<file path="src/rtl/expr_eval_seq_if.sv">
// ============================================================================
// expr_eval_seq_if : command, evaluator and result signals of expr_eval_seq
// Rev 1.0
// ============================================================================
`default_nettype none

interface expr_eval_seq_if;
   logic        cmd_valid;
   logic        cmd_ready;
   logic [7:0]  cmd_x;
   logic [3:0]  cmd_sel;
   logic        cmd_sweep;

   logic [7:0]  eval_x;
   logic [3:0]  eval_sel;
   logic [31:0] eval_result;

   logic        res_valid;
   logic        res_ready;
   logic [31:0] res_data;
   logic [3:0]  res_sel;
   logic        res_last;
   logic        res_err;

   // Sequencer view
   modport slave (
      input  cmd_valid, cmd_x, cmd_sel, cmd_sweep, eval_result, res_ready,
      output cmd_ready, eval_x, eval_sel,
      output res_valid, res_data, res_sel, res_last, res_err
   );

   // Command source / result sink / evaluator view
   modport master (
      output cmd_valid, cmd_x, cmd_sel, cmd_sweep, eval_result, res_ready,
      input  cmd_ready, eval_x, eval_sel,
      input  res_valid, res_data, res_sel, res_last, res_err
   );
endinterface

`default_nettype wire

</file>
<file path="src/rtl/expr_eval_seq.sv">
// ============================================================================
// expr_eval_seq : command sequencer driving a fixed-latency expression evaluator
// Rev 1.0
// ============================================================================
`default_nettype none

module expr_eval_seq #(
   parameter int NUM_FUNC = 9,
   parameter int EVAL_LAT = 2
) (
   input  wire logic          clk,
   input  wire logic          rst,
   expr_eval_seq_if.slave     bus,
   output logic               busy
);

   localparam int CNT_W = (EVAL_LAT > 1) ? $clog2(EVAL_LAT) : 1;
   localparam logic [CNT_W-1:0] c_LAST_CNT = CNT_W'(EVAL_LAT - 1);
   localparam logic [3:0]       c_LAST_SEL = 4'(NUM_FUNC - 1);
   localparam logic [4:0]       c_NUM_FUNC = 5'(NUM_FUNC);
   localparam logic [31:0]      c_QNAN     = 32'h7FC0_0000;

   typedef enum logic [1:0] {
      S_IDLE   = 2'd0,
      S_WAIT   = 2'd1,
      S_OUTPUT = 2'd2
   } state_t;

   state_t            state_q, state_d;
   logic [CNT_W-1:0]  cnt_q, cnt_d;
   logic [7:0]        eval_x_q, eval_x_d;
   logic [3:0]        eval_sel_q, eval_sel_d;
   logic              sweep_q, sweep_d;
   logic              res_valid_q, res_valid_d;
   logic [31:0]       res_data_q, res_data_d;
   logic [3:0]        res_sel_q, res_sel_d;
   logic              res_last_q, res_last_d;
   logic              res_err_q, res_err_d;

   logic              w_illegal;

   assign w_illegal = ({1'b0, bus.cmd_sel} >= c_NUM_FUNC);

   always_ff @(posedge clk or posedge rst) begin
      if (rst) begin
         state_q     <= S_IDLE;
         cnt_q       <= '0;
         eval_x_q    <= '0;
         eval_sel_q  <= '0;
         sweep_q     <= 1'b0;
         res_valid_q <= 1'b0;
         res_data_q  <= '0;
         res_sel_q   <= '0;
         res_last_q  <= 1'b0;
         res_err_q   <= 1'b0;
      end else begin
         state_q     <= state_d;
         cnt_q       <= cnt_d;
         eval_x_q    <= eval_x_d;
         eval_sel_q  <= eval_sel_d;
         sweep_q     <= sweep_d;
         res_valid_q <= res_valid_d;
         res_data_q  <= res_data_d;
         res_sel_q   <= res_sel_d;
         res_last_q  <= res_last_d;
         res_err_q   <= res_err_d;
      end
   end

   always_comb begin
      state_d     = state_q;
      cnt_d       = cnt_q;
      eval_x_d    = eval_x_q;
      eval_sel_d  = eval_sel_q;
      sweep_d     = sweep_q;
      res_valid_d = res_valid_q;
      res_data_d  = res_data_q;
      res_sel_d   = res_sel_q;
      res_last_d  = res_last_q;
      res_err_d   = res_err_q;

      case (state_q)
         S_IDLE: begin
            if (bus.cmd_valid) begin
               if (!bus.cmd_sweep && w_illegal) begin
                  // Illegal select never reaches the evaluator; answer with qNaN
                  sweep_d     = 1'b0;
                  res_valid_d = 1'b1;
                  res_data_d  = c_QNAN;
                  res_sel_d   = bus.cmd_sel;
                  res_last_d  = 1'b1;
                  res_err_d   = 1'b1;
                  state_d     = S_OUTPUT;
               end else begin
                  eval_x_d   = bus.cmd_x;
                  eval_sel_d = bus.cmd_sweep ? 4'd0 : bus.cmd_sel;
                  sweep_d    = bus.cmd_sweep;
                  cnt_d      = '0;
                  state_d    = S_WAIT;
               end
            end
         end

         S_WAIT: begin
            if (cnt_q == c_LAST_CNT) begin
               res_valid_d = 1'b1;
               res_data_d  = bus.eval_result;
               res_sel_d   = eval_sel_q;
               res_err_d   = 1'b0;
               res_last_d  = !sweep_q || (eval_sel_q == c_LAST_SEL);
               state_d     = S_OUTPUT;
            end else begin
               cnt_d = cnt_q + CNT_W'(1);
            end
         end

         S_OUTPUT: begin
            if (bus.res_ready) begin
               res_valid_d = 1'b0;
               if (res_last_q) begin
                  state_d = S_IDLE;
               end else begin
                  eval_sel_d = eval_sel_q + 4'd1;
                  cnt_d      = '0;
                  state_d    = S_WAIT;
               end
            end
         end

         default: begin
            state_d = S_IDLE;
         end
      endcase
   end

   // cmd_ready is held low while reset is asserted so a command cannot slip in
   assign bus.cmd_ready = (state_q == S_IDLE) && !rst;
   assign busy          = (state_q != S_IDLE);
   assign bus.eval_x    = eval_x_q;
   assign bus.eval_sel  = eval_sel_q;
   assign bus.res_valid = res_valid_q;
   assign bus.res_data  = res_data_q;
   assign bus.res_sel   = res_sel_q;
   assign bus.res_last  = res_last_q;
   assign bus.res_err   = res_err_q;

endmodule

`default_nettype wire
</file>
<file path="src/flat_wrapper.sv">
// flat-port wrapper written by rule: the top's interface ports become plain ports
module expr_eval_seq_flat 
#(
   parameter int NUM_FUNC = 9,
   parameter int EVAL_LAT = 2
)
  (clk, rst, busy, bus_cmd_valid, bus_cmd_x, bus_cmd_sel, bus_cmd_sweep, bus_eval_result, bus_res_ready, bus_cmd_ready, bus_eval_x, bus_eval_sel, bus_res_valid, bus_res_data, bus_res_sel, bus_res_last, bus_res_err);
  expr_eval_seq_if bus_i ();
  input  wire logic clk;
  input  wire logic rst;
  output logic busy;
  input wire logic [$bits(bus_i.cmd_valid)-1:0] bus_cmd_valid;
  input wire logic [$bits(bus_i.cmd_x)-1:0] bus_cmd_x;
  input wire logic [$bits(bus_i.cmd_sel)-1:0] bus_cmd_sel;
  input wire logic [$bits(bus_i.cmd_sweep)-1:0] bus_cmd_sweep;
  input wire logic [$bits(bus_i.eval_result)-1:0] bus_eval_result;
  input wire logic [$bits(bus_i.res_ready)-1:0] bus_res_ready;
  output wire logic [$bits(bus_i.cmd_ready)-1:0] bus_cmd_ready;
  output wire logic [$bits(bus_i.eval_x)-1:0] bus_eval_x;
  output wire logic [$bits(bus_i.eval_sel)-1:0] bus_eval_sel;
  output wire logic [$bits(bus_i.res_valid)-1:0] bus_res_valid;
  output wire logic [$bits(bus_i.res_data)-1:0] bus_res_data;
  output wire logic [$bits(bus_i.res_sel)-1:0] bus_res_sel;
  output wire logic [$bits(bus_i.res_last)-1:0] bus_res_last;
  output wire logic [$bits(bus_i.res_err)-1:0] bus_res_err;
  assign bus_i.cmd_valid = bus_cmd_valid;
  assign bus_i.cmd_x = bus_cmd_x;
  assign bus_i.cmd_sel = bus_cmd_sel;
  assign bus_i.cmd_sweep = bus_cmd_sweep;
  assign bus_i.eval_result = bus_eval_result;
  assign bus_i.res_ready = bus_res_ready;
  assign bus_cmd_ready = bus_i.cmd_ready;
  assign bus_eval_x = bus_i.eval_x;
  assign bus_eval_sel = bus_i.eval_sel;
  assign bus_res_valid = bus_i.res_valid;
  assign bus_res_data = bus_i.res_data;
  assign bus_res_sel = bus_i.res_sel;
  assign bus_res_last = bus_i.res_last;
  assign bus_res_err = bus_i.res_err;
  expr_eval_seq #(.NUM_FUNC(NUM_FUNC), .EVAL_LAT(EVAL_LAT)) u_core (.clk(clk), .rst(rst), .bus(bus_i), .busy(busy));
endmodule
</file>
<file path="config.mk">
export PLATFORM = sky130hd
export DESIGN_NAME = expr_eval_seq_flat
export DESIGN_NICKNAME = d
export VERILOG_FILES = /design/src/rtl/expr_eval_seq_if.sv /design/src/rtl/expr_eval_seq.sv /design/src/flat_wrapper.sv
export SDC_FILE = /design/constraint.sdc
export NUM_CORES = 1
export LEC_CHECK = 0
export CAP_MARGIN = 20
export CELL_PAD_IN_SITES_DETAIL_PLACEMENT = 1
export CELL_PAD_IN_SITES_GLOBAL_PLACEMENT = 1
export CORE_UTILIZATION = 29
export CTS_BUF_LIST = sky130_fd_sc_hd__clkbuf_16
export DETAILED_ROUTE_END_ITERATION = 10
export PLACE_DENSITY_LB_ADDON = 0.1
export SLEW_MARGIN = 25
export SYNTH_ARGS = -nofsm -noshare
export SYNTH_HDL_FRONTEND = slang
export SYNTH_SLANG_ARGS = --single-unit
export TNS_END_PERCENT = 5
</file>
<file path="constraint.sdc">
create_clock -name clk -period 1.6 [get_ports clk]
set_input_delay 0.32 -clock clk [delete_from_list [all_inputs] [get_ports clk]]
set_output_delay 0.32 -clock clk [all_outputs]
set_load 0.02 [all_outputs]
</file>
==> flow_summary.rst, run 1 <==
.. list-table::
   :header-rows: 1

   * - Metric
     - Value
   * - Result of the run
     - complete, no violations
   * - Vias
     - 1956
   * - Minimum period implied by the final worst setup slack
     - 1.57 ns
   * - Final total negative setup slack
     - 0 ns
   * - Endpoint type of the worst setup path
     - flip-flop
   * - Number of antenna repair diodes
     - 0
   * - Relative max-transition margin
     - 77.3%
   * - Number of storage elements in the synthesis netlist
     - 55
   * - Sw frac
     - 37.4%
   * - Required time of the critical path
     - 1.79 ns
   * - Antenna violations before repair
     - 0
   * - Most repeated cell in the gate-level netlist after synthesis
     - dfrtp_1
   * - Insertion delay to the later sink of the worst-skew pair
     - 0.30 ns
   * - Number of enable flip-flop cells after synthesis
     - 0
   * - Clock skew after layout
     - 0.00639 ns
   * - Number of DRC violations after detailed routing
     - 0
   * - Relative contribution of sequential cells to total power
     - 32.2%
   * - Max-cap viol count
     - 0
   * - Final Net Count
     - 358
   * - Num rows
     - 32
   * - Depth of the CTS H-tree
     - 2
   * - Final standard cell count with taps included and fillers excluded
     - 410
   * - Largest buffer count on any clock path
     - 2
   * - Total setup violations reported at the end of the flow
     - 0
   * - PD cells
     - 1920 nW/um^2
   * - Cell at the root of the clock tree
     - clkbuf_16
   * - Number of max-slew violations in the final report
     - 0
   * - Top area cells in the synthesized netlist
     - dfrtp_1, a22o_1, mux2_4
   * - Maximum achievable frequency
     - 636 MHz
   * - RSZ-0062 raised after global routing
     - true
   * - CTS Sinks
     - 55
   * - Clock input transition at the sequential cells of the worst setup and hold paths
     - 0.07 ns
   * - Global route overflow
     - 0
   * - Clock tree from TritonCTS
     - built
   * - Average size of a mapped cell
     - 12.9 um^2
   * - Part of the total power dissipated in combinational logic
     - 51.1%
   * - DPL Wire Length
     - 4.98 mm
   * - Switching component of the power
     - 2.77 mW
   * - FILL cells
     - 837
   * - Area of the mapped netlist
     - 2340 um^2
   * - Placed standard-cell area
     - 3640 um^2
   * - Number of top-level pins
     - 102
   * - Synthesis warning total
     - 0
   * - Number of nets in the synthesized netlist
     - 233
   * - Hold WC Path Type
     - in2reg
   * - Maximum number of pins on one net before global-route repair
     - 30
   * - Worst Setup Start Kind
     - input port
   * - Fraction of registers with async set or reset after synthesis
     - 100%
   * - Overall track demand over capacity in global routing
     - 17.0%
   * - Instance count after placement with tap cells included
     - 401
   * - Routed via count divided by cell count
     - 4.77
   * - Critical setup path kind
     - in2reg
   * - Gate count after technology mapping
     - 182
   * - Part of the power in the clock network
     - 16.7%
   * - DRT antenna net count
     - 0
   * - Period Utilization, post-route
     - 98.3%
   * - Design Area, Final
     - 3870 um^2
   * - Area leader, netlist
     - dfrtp_1
   * - Count of input and output buffers
     - 101
   * - Detailed-route wire length
     - 6.73 mm
   * - Wire length of the first global-routing pass
     - 11.1 mm
   * - Most used standard cells in the synthesized netlist
     - dfrtp_1, a22o_1, inv_1
   * - Synth unique cells
     - 35
   * - Area share of the leading cell type in the synthesized netlist
     - 58.7%
   * - Core footprint
     - 7770 um^2
   * - Die Footprint
     - 8440 um^2
   * - Final hold violations
     - 0
   * - Worst endpoint data arrival time
     - 1.76 ns
   * - Initial DRC Count
     - 63
   * - Layout-stage area growth over the synthesis result
     - 65.0%
   * - Main synth FF type
     - dfrtp_1
   * - Crit Path Max Fanout
     - 4
   * - Sequential-to-total area share from yosys stat
     - 58.7%
   * - Avg WL per Cell
     - 16.4 um
   * - Die extent in x
     - 91.9 um
   * - Maximum resistive drop on vdd
     - 780 uV
   * - Share of cells above drive strength 1
     - 18.2%
   * - TritonCTS buffer count
     - 5
   * - Floorplan die height
     - 91.9 um
   * - Routability congestion estimate
     - 0.814
   * - Static Leak
     - 1.98 nW
   * - Internal Power
     - 4.64 mW
   * - Vias in the first global route
     - 2126
   * - First-pass iteration count of the detailed router
     - 4
   * - Worst Tran Pin Value
     - 0.340 ns
   * - Effective utilization at floorplan
     - 30.2%
==> state kept, by name (all words and copies together), names as in the netlist <==
name	cells
u_core.bus.res_valid	1
u_core.sweep_q	1
u_core.bus.res_err	1
u_core.state_q	2
u_core.bus.res_last	1
u_core.bus.res_sel	4
u_core.bus.eval_x	8
u_core.bus.eval_sel	4
u_core.bus.res_data	32
u_core.cnt_q	1
==> worst max-delay path, stage by stage <==
cell,delay [ns]
clkdlybuf4s50_1,0.46
nor2b_4,0.20
buf_4,0.16
a21oi_4,0.05
o21a_2,0.21
buf_4,0.15
a31o_2,0.20
==> cell type report <==
cell class / instances / area, um^2 / share of cell area [%]
multi-input cells: 104 / 842 / 21.8
well taps: 102 / 128 / 3.30
clock buffers: 5 / 125 / 3.24
repair buffers: 129 / 1310 / 33.7
flip-flops and latches: 55 / 1380 / 35.6
clock inverters: 3 / 42.5 / 1.10
inverters: 12 / 48.8 / 1.26
==> through the flow <==
step                hold slack [ns]  power [mW]  utilization (%)  worst slack (ns)
floorplan                     0.394        4.55                -            0.0889
CTS                           0.456        7.60             48.9          0.000250
detailed placement            0.446        6.46             46.9            -0.426
global placement              0.431        6.40             46.9            -0.404
finish                        0.454        7.41             49.8            0.0277
global route                  0.481        7.90             49.8           -0.0290
==> cell usage in the layout (no fill, tap or decap), drive strengths merged, types with 3 or more instances in the layout <==
cell / count
nor2b: 3
dfrtp: 55
o22ai: 4
nand3: 3
clkdlybuf4s50: 53
clkbuf: 5
mux2: 11
a21oi: 9
nor2: 8
o21ai: 5
nand2: 7
dlygate4sd2: 21
inv: 12
buf: 29
o22a: 9
dlymetal6s2s: 26
a22o: 24
==> per-layer routing <==
layer	vias to the layer above	GRT usage, %	wire [um]
met5	-	0	0
met4	0	4.69	77
met3	7	4.89	416
met2	62	26.5	3260
met1	977	23.0	2980
li1	910	-	-
==> power by group through the flow <==
stage	Clock (mW)	Combinational, mW	Sequential [mW]
after detailed placement	0	4.04	2.42
after floorplan	0	1.46	3.09
after global routing	1.33	4.10	2.47
final	1.24	3.79	2.39
after CTS	1.29	3.90	2.40
after global placement	0	4.00	2.40
==> final timing paths <==
check	from	to	slack (ns)	depth (start not counted)
worst max register to register	u_core.state_q[0]	u_core.bus.res_data[1]	0.11	6
min in group asynchronous	rst	u_core.bus.res_data[24]	0.50	4
worst min-delay path	bus_cmd_sel[1]	u_core.bus.res_sel[1]	0.45	4
max in group asynchronous	rst	u_core.bus.eval_sel[2]	0.75	4
worst min register to register	u_core.sweep_q	u_core.bus.res_last	0.46	1
worst max-delay path	bus_cmd_sel[3]	u_core.state_q[0]	0.03	7
==> cell families (layout without fill, tap and decap cells) <==
family | Yosys count | after routing | synth area share (%)
flip-flops | 55 | 55 | 58.7
adder cells (fa/ha/maj) | 2 | 2 | 1.07
AO/OA/AOI/OAI | 64 | 64 | 21.3
AND/OR/NAND/NOR | 27 | 27 | 6.30
multiplexers | 11 | 11 | 6.57
buffers and inverters | 23 | 149 | 6.03
==> what timing repair did <==
action | 4_1_cts | 5_1_grt
buffers inserted | 0 | 1
hold buffers | 0 | 0
resized for setup | 27 | 28
endpoints found under the setup margin | 30 | 70
pin swaps | 0 | 7
Note: power is estimated with default switching activity, not from simulation.
==> run 2, diff against run 1 <==
CORE_MARGIN = 2   (was default)
GPL_ROUTABILITY_DRIVEN = 1   (was default)
SKIP_CTS_REPAIR_TIMING = 1   (was default)
==> run 2 against run 1 <==
  * Die area rose by 4.4%
  * Sequential power barely moved
  * Critical path depth did not move
  * Non-clock buffer count rose by 2
  * Sequential cell count did not move
  * First-iteration DRC count fell by 33%
  * Count of clock-buffer cells in the layout did not move
  * Critical endpoint unchanged
  * Largest power group unchanged
==> flow_summary.rst, run 2 (synthesis gave the netlist of run 1 again) <==
.. list-table::
   :header-rows: 1

   * - Metric
     - Value
   * - Result of the run
     - complete, no violations
   * - TritonCTS buffer count
     - 5
   * - Detailed-route wire length
     - 6.70 mm
   * - Met1 layer usage reported by global route
     - 21.1%
   * - Routed via count divided by cell count
     - 4.73
   * - Number of flip-flops in the largest register
     - 32
   * - Clock tree from TritonCTS
     - built
   * - Cell at the root of the clock tree
     - clkbuf_16
   * - Largest buffer count on any clock path
     - 2
   * - CTS Sinks
     - 55
   * - Worst Tran Pin Value
     - 0.283 ns
   * - Hold WC Path Type
     - in2async
   * - Worst setup startpoint
     - bus_cmd_sel[3]
   * - Routability congestion estimate
     - 0.772
   * - Global Route met2 Usage
     - 24.2%
   * - DPL Wire Length
     - 5.06 mm
   * - Clock input transition at the sequential cells of the worst setup and hold paths
     - 0.07 ns
   * - Antenna violations before repair
     - 0
   * - Most frequent cells in the layout
     - dfrtp_1, clkdlybuf4s50_1, dlymetal6s2s_1, buf_4, a22o_1
   * - Leading cell type in the layout, fill and taps excluded
     - dfrtp_1
   * - Static Leak
     - 2.19 nW
   * - Avg WL per Cell
     - 16.3 um
   * - Number of antenna repair diodes
     - 0
   * - Max-cap viol count
     - 0
   * - Num rows
     - 32
   * - Initial DRC Count
     - 42
   * - Flop-to-flop setup slack
     - 0.15 ns
   * - Minimum period implied by the final worst setup slack
     - 1.58 ns
   * - Die extent in x
     - 93.9 um
   * - Effective utilization at floorplan
     - 30.2%
   * - Floorplan die height
     - 93.9 um
   * - Total setup violations reported at the end of the flow
     - 0
   * - Endpoint of the lowest-slack register-to-register path
     - u_core.bus.res_data[28]
   * - Count of input and output buffers
     - 101
   * - Met3 track demand over resource in global routing
     - 3.77%
   * - Critical setup path kind
     - in2reg
   * - Vias
     - 1949
   * - Core footprint
     - 7770 um^2
   * - Vias in the first global route
     - 2047
   * - Clock skew after layout
     - 0.00292 ns
   * - Final Net Count
     - 360
   * - Maximum resistive drop on vdd
     - 668 uV
   * - Share of cells above drive strength 1
     - 18.7%
   * - Final hold violations
     - 0
   * - Maximum achievable frequency
     - 632 MHz
   * - Insertion delay to the later sink of the worst-skew pair
     - 0.29 ns
   * - Overall track demand over capacity in global routing
     - 15.5%
   * - Depth of the CTS H-tree
     - 2
   * - Worst endpoint data arrival time
     - 1.77 ns
   * - Final setup slack of the worst path
     - 0.0184 ns
   * - Pre-CTS setup slack
     - -0.449 ns
   * - Final total negative setup slack
     - 0 ns
   * - PD cells
     - 1900 nW/um^2
   * - R2R Path Start
     - u_core.state_q[1]
   * - Layout-stage area growth over the synthesis result
     - 68.8%
   * - DRT antenna net count
     - 0
   * - Period Utilization, post-route
     - 98.8%
   * - Number of max-slew violations in the final report
     - 0
   * - Most Crowded Layer GR
     - met2
   * - Number of top-level pins
     - 102
   * - Required time of the critical path
     - 1.78 ns
   * - Endpoint type of the worst setup path
     - flip-flop
   * - Relative max-transition margin
     - 81.1%
   * - Die Footprint
     - 8820 um^2
   * - Wire length of the first global-routing pass
     - 10.6 mm
   * - Global route overflow
     - 0
   * - Worst Setup Start Kind
     - input port
   * - Depth of the most critical reg-to-reg path
     - 5
   * - Crit Path Max Fanout
     - 5
   * - Maximum number of pins on one net before global-route repair
     - 27
   * - Number of DRC violations after detailed routing
     - 0
   * - RSZ-0062 raised after global routing
     - true
   * - First-pass iteration count of the detailed router
     - 3
run 2: worst max-delay path by stage:
stage	end	slack (ns)	cells past startpoint
floorplan	u_core.bus.eval_sel[1]	0.09	4
detailed placement	u_core.bus.eval_x[3]	-0.45	4
global route	u_core.state_q[0]	-0.04	7
finish	u_core.state_q[0]	0.02	7
CTS	bus_cmd_ready	-0.37	4
global placement	u_core.bus.eval_x[7]	-0.41	4
run 2: critical path, cell delays in order:
cell	delay, ns
clkdlybuf4s50_1	0.47
nor2b_4	0.22
buf_4	0.15
a21oi_4	0.05
o21a_2	0.20
buf_4	0.15
a31o_2	0.21
run 2: layer usage:
metal	part of all wire [%]	up-vias	wire length, um
met1	46	960	3060
li1	-	917	-
met5	0	-	0
met2	47	62	3170
met4	1.4	0	91
met3	5.7	10	380
run 2: final cells by class:
| type | instances | area [um^2] |
|---|---|---|
| Clock buffer | 5 | 125 |
| Clock inverter | 3 | 42.5 |
| Fill cell | 824 | 3810 |
| Inverter | 12 | 48.8 |
| Multi-Input combinational cell | 104 | 836 |
| Sequential cell | 55 | 1380 |
| Tap cell | 102 | 128 |
| Timing Repair Buffer | 131 | 1400 |
run 2: per-stage QoR:
step | instances | area [um^2] | hold slack (ns) | power [mW] | util [%]
2_1_floorplan | 182 | 2350 | 0.394 | 4.55 | -
3_3_place_gp | 404 | 3660 | 0.442 | 6.42 | 47.2
3_5_place_dp | 404 | 3660 | 0.435 | 6.47 | 47.2
4_1_cts | 412 | 3830 | 0.417 | 7.77 | 49.3
5_1_grt | 412 | 3960 | 0.439 | 8.01 | 50.9
6_report | 412 | 3960 | 0.415 | 7.53 | 50.9
run 2: power breakdown:
group          internal [mW]  switching (mW)
Clock                  0.740           0.505
Combinational           1.99            1.90
Sequential              2.02           0.366
Total                   4.75            2.77
==> run 3, diff against run 2 <==
CELL_PAD_IN_SITES_DETAIL_PLACEMENT = default   (was 1)
CELL_PAD_IN_SITES_GLOBAL_PLACEMENT = default   (was 1)
CORE_UTILIZATION = 38   (was 29)
CTS_BUF_LIST = default   (was sky130_fd_sc_hd__clkbuf_16)
PLACE_DENSITY = 0.76   (was default)
PLACE_DENSITY_LB_ADDON = default   (was 0.1)
==> run 3 against run 2 <==
  * Routed wire length is 12% lower
  * Sequential power hardly changed
  * Critical path depth stayed put
  * Via count is 3.8% lower
  * Total power is 6.2% lower
  * Fmax is 3.2% higher
  * Critical endpoint unchanged
  * Worst setup slack better by 0.050 ns
==> flow_summary.rst, run 3 (synthesis gave the netlist of run 1 again) <==
.. list-table::
   :header-rows: 1

   * - Metric
     - Value
   * - DPL Wire Length
     - 4.40 mm
   * - Global route overflow
     - 0
   * - Endpoint type of the worst setup path
     - flip-flop
   * - Final standard cell count with taps included and fillers excluded
     - 379
   * - Critical Path Slowest Stage Cell
     - clkdlybuf4s50_1
   * - Design Area, Final
     - 3820 um^2
   * - Core footprint
     - 5960 um^2
   * - Most frequent cells in the layout
     - dlymetal6s2s_1, dfrtp_1, clkdlybuf4s50_1, a22o_1, buf_4
   * - Antenna violations before repair
     - 0
   * - Clock skew after layout
     - 0.0104 ns
   * - Routability congestion estimate
     - 0.862
   * - Vias
     - 1875
   * - Vias in the first global route
     - 1959
   * - Maximum resistive drop on vdd
     - 889 uV
   * - PD cells
     - 1850 nW/um^2
   * - Die extent in x
     - 82.5 um
   * - Placed standard-cell area
     - 3570 um^2
   * - Period Utilization, post-route
     - 95.7%
   * - Final Net Count
     - 354
   * - Effective utilization at floorplan
     - 39.3%
   * - Overall track demand over capacity in global routing
     - 17.5%
   * - Met1 layer usage reported by global route
     - 23.9%
   * - Number of top-level pins
     - 102
   * - Routed via count divided by cell count
     - 4.95
   * - Critical setup path kind
     - in2reg
   * - R2R Path Start
     - u_core.state_q[1]
   * - Initial DRC Count
     - 78
   * - Flop-to-flop setup slack
     - 0.11 ns
   * - Crit Path Max Fanout
     - 4
   * - Result of the run
     - complete, no violations
   * - Final hold violations
     - 0
   * - RSZ-0062 raised after global routing
     - true
   * - Worst Setup Start Kind
     - input port
   * - Most prevalent standard cell on the critical path
     - buf_4
   * - Num rows
     - 28
   * - Avg WL per Cell
     - 15.6 um
   * - Worst endpoint data arrival time
     - 1.73 ns
   * - Number of flip-flops in the largest register
     - 32
   * - Hold WC Path Type
     - in2reg
   * - Largest buffer count on any clock path
     - 2
   * - CP top delay family
     - buffers and inverters
   * - First-pass iteration count of the detailed router
     - 4
   * - Worst path buffer plus inverter count
     - 3
   * - Hold Path Cell Cnt
     - 4
   * - Depth of the most critical reg-to-reg path
     - 5
   * - Highest cell delay on the worst timing path
     - 0.47 ns
   * - CTS Sinks
     - 55
   * - Number of max-slew violations in the final report
     - 0
   * - Relative max-transition margin
     - 78.4%
   * - Clock input transition at the sequential cells of the worst setup and hold paths
     - 0.10 ns
   * - Floorplan die height
     - 82.5 um
   * - Maximum achievable frequency
     - 653 MHz
   * - Clock tree from TritonCTS
     - built
   * - Instance count after placement with tap cells included
     - 371
   * - Insertion delay to the later sink of the worst-skew pair
     - 0.31 ns
   * - Worst Min Path Start
     - bus_cmd_sel[2]
   * - Detailed-route wire length
     - 5.91 mm
   * - Total setup violations reported at the end of the flow
     - 0
   * - Worst hold path endpoint
     - u_core.bus.res_sel[2]
   * - Smallest hold slack
     - 0.441 ns
   * - Die Footprint
     - 6810 um^2
   * - Cell at the root of the clock tree
     - clkbuf_8
   * - Crit-path cells
     - clkdlybuf4s50_1 -> nor2b_4 -> buf_4 -> a21oi_4 -> o21a_2 -> buf_4 -> a31o_2
   * - Minimum period implied by the final worst setup slack
     - 1.53 ns
   * - Most Crowded Layer GR
     - met2
   * - Count of input and output buffers
     - 101
   * - Endpoint of the lowest-slack register-to-register path
     - u_core.bus.res_data[25]
   * - Number of antenna repair diodes
     - 0
   * - DRT antenna net count
     - 0
   * - Depth of the CTS H-tree
     - 2
   * - Maximum number of pins on one net before global-route repair
     - 30
   * - Wire length of the first global-routing pass
     - 9.07 mm
   * - Worst Tran Pin Value
     - 0.324 ns
   * - Max-cap viol count
     - 0
   * - Static Leak
     - 2.20 nW
   * - Layout-stage area growth over the synthesis result
     - 63.2%
   * - Required time of the critical path
     - 1.80 ns
   * - Number of DRC violations after detailed routing
     - 0
   * - Global Route met2 Usage
     - 27.6%
   * - TritonCTS buffer count
     - 5
   * - Share of cells above drive strength 1
     - 17.1%
   * - Met3 track demand over resource in global routing
     - 4.46%
## run 3: cell count changes in the layout (fill, tap and decap cells not counted), sizes merged
cell / before / now
clkdlybuf4s50: 50 / 45
clkinv: 1 / 0
clkinvlp: 1 / 2
clkbuf: 7 / 5
buf: 30 / 25
dlymetal6s2s: 49 / 55
## run 3: worst reg2reg max path, delay by kind of cell, from the launching register on
kind	cells	cell delay [ns]
simple gates	1	0.23
flops	1	0.38
compound gates	1	0.20
buf+inv	3	0.57
## run 3: through the flow
| step | total power [mW] | util, % | TNS, ns | setup slack, ns |
|---|---|---|---|---|
| after detailed placement | 6.32 | 60.0 | -20.09 | -0.444 |
| after floorplan | 4.55 | - | 0 | 0.0889 |
| final | 7.06 | 64.2 | 0 | 0.0682 |
| after global placement | 6.23 | 60.0 | -19.23 | -0.407 |
| after CTS | 7.28 | 61.9 | -4.96 | -0.341 |
| after global routing | 7.54 | 64.2 | -0.00494 | -0.00494 |
## run 3: worst max-delay path by stage
stage                      start                     end  slack (ns)  cells past startpoint
3_3_place_gp      bus_cmd_sel[2]    u_core.bus.eval_x[6]       -0.41                      4
6_report           bus_cmd_sweep       u_core.state_q[0]        0.07                      7
3_5_place_dp      bus_cmd_sel[2]    u_core.bus.eval_x[5]       -0.44                      4
4_1_cts        u_core.state_q[0]           bus_cmd_ready       -0.34                      4
5_1_grt        u_core.state_q[0]           bus_cmd_ready      -0.005                      4
2_1_floorplan     bus_cmd_sel[2]  u_core.bus.eval_sel[1]        0.09                      4
## run 3: layer usage
metal	share of wire [%]	wire, um
met4	1.0	61
met2	47	2790
met1	43	2570
met3	8.5	500
met5	0	0
## run 3: cell type report
cell class | count | area [um^2]
fillers | 480 | 2130
repair buffers | 125 | 1360
flip-flops and latches | 55 | 1380
clock buffers | 5 | 68.8
well taps | 75 | 93.8
clock inverters | 3 | 46.3
multi-input cells | 104 | 830
inverters | 12 | 48.8
## run 3: power by group
group	internal [mW]	switching, mW
combinational	1.91	1.83
sequential	2.02	0.376
clock	0.472	0.457
total	4.40	2.67
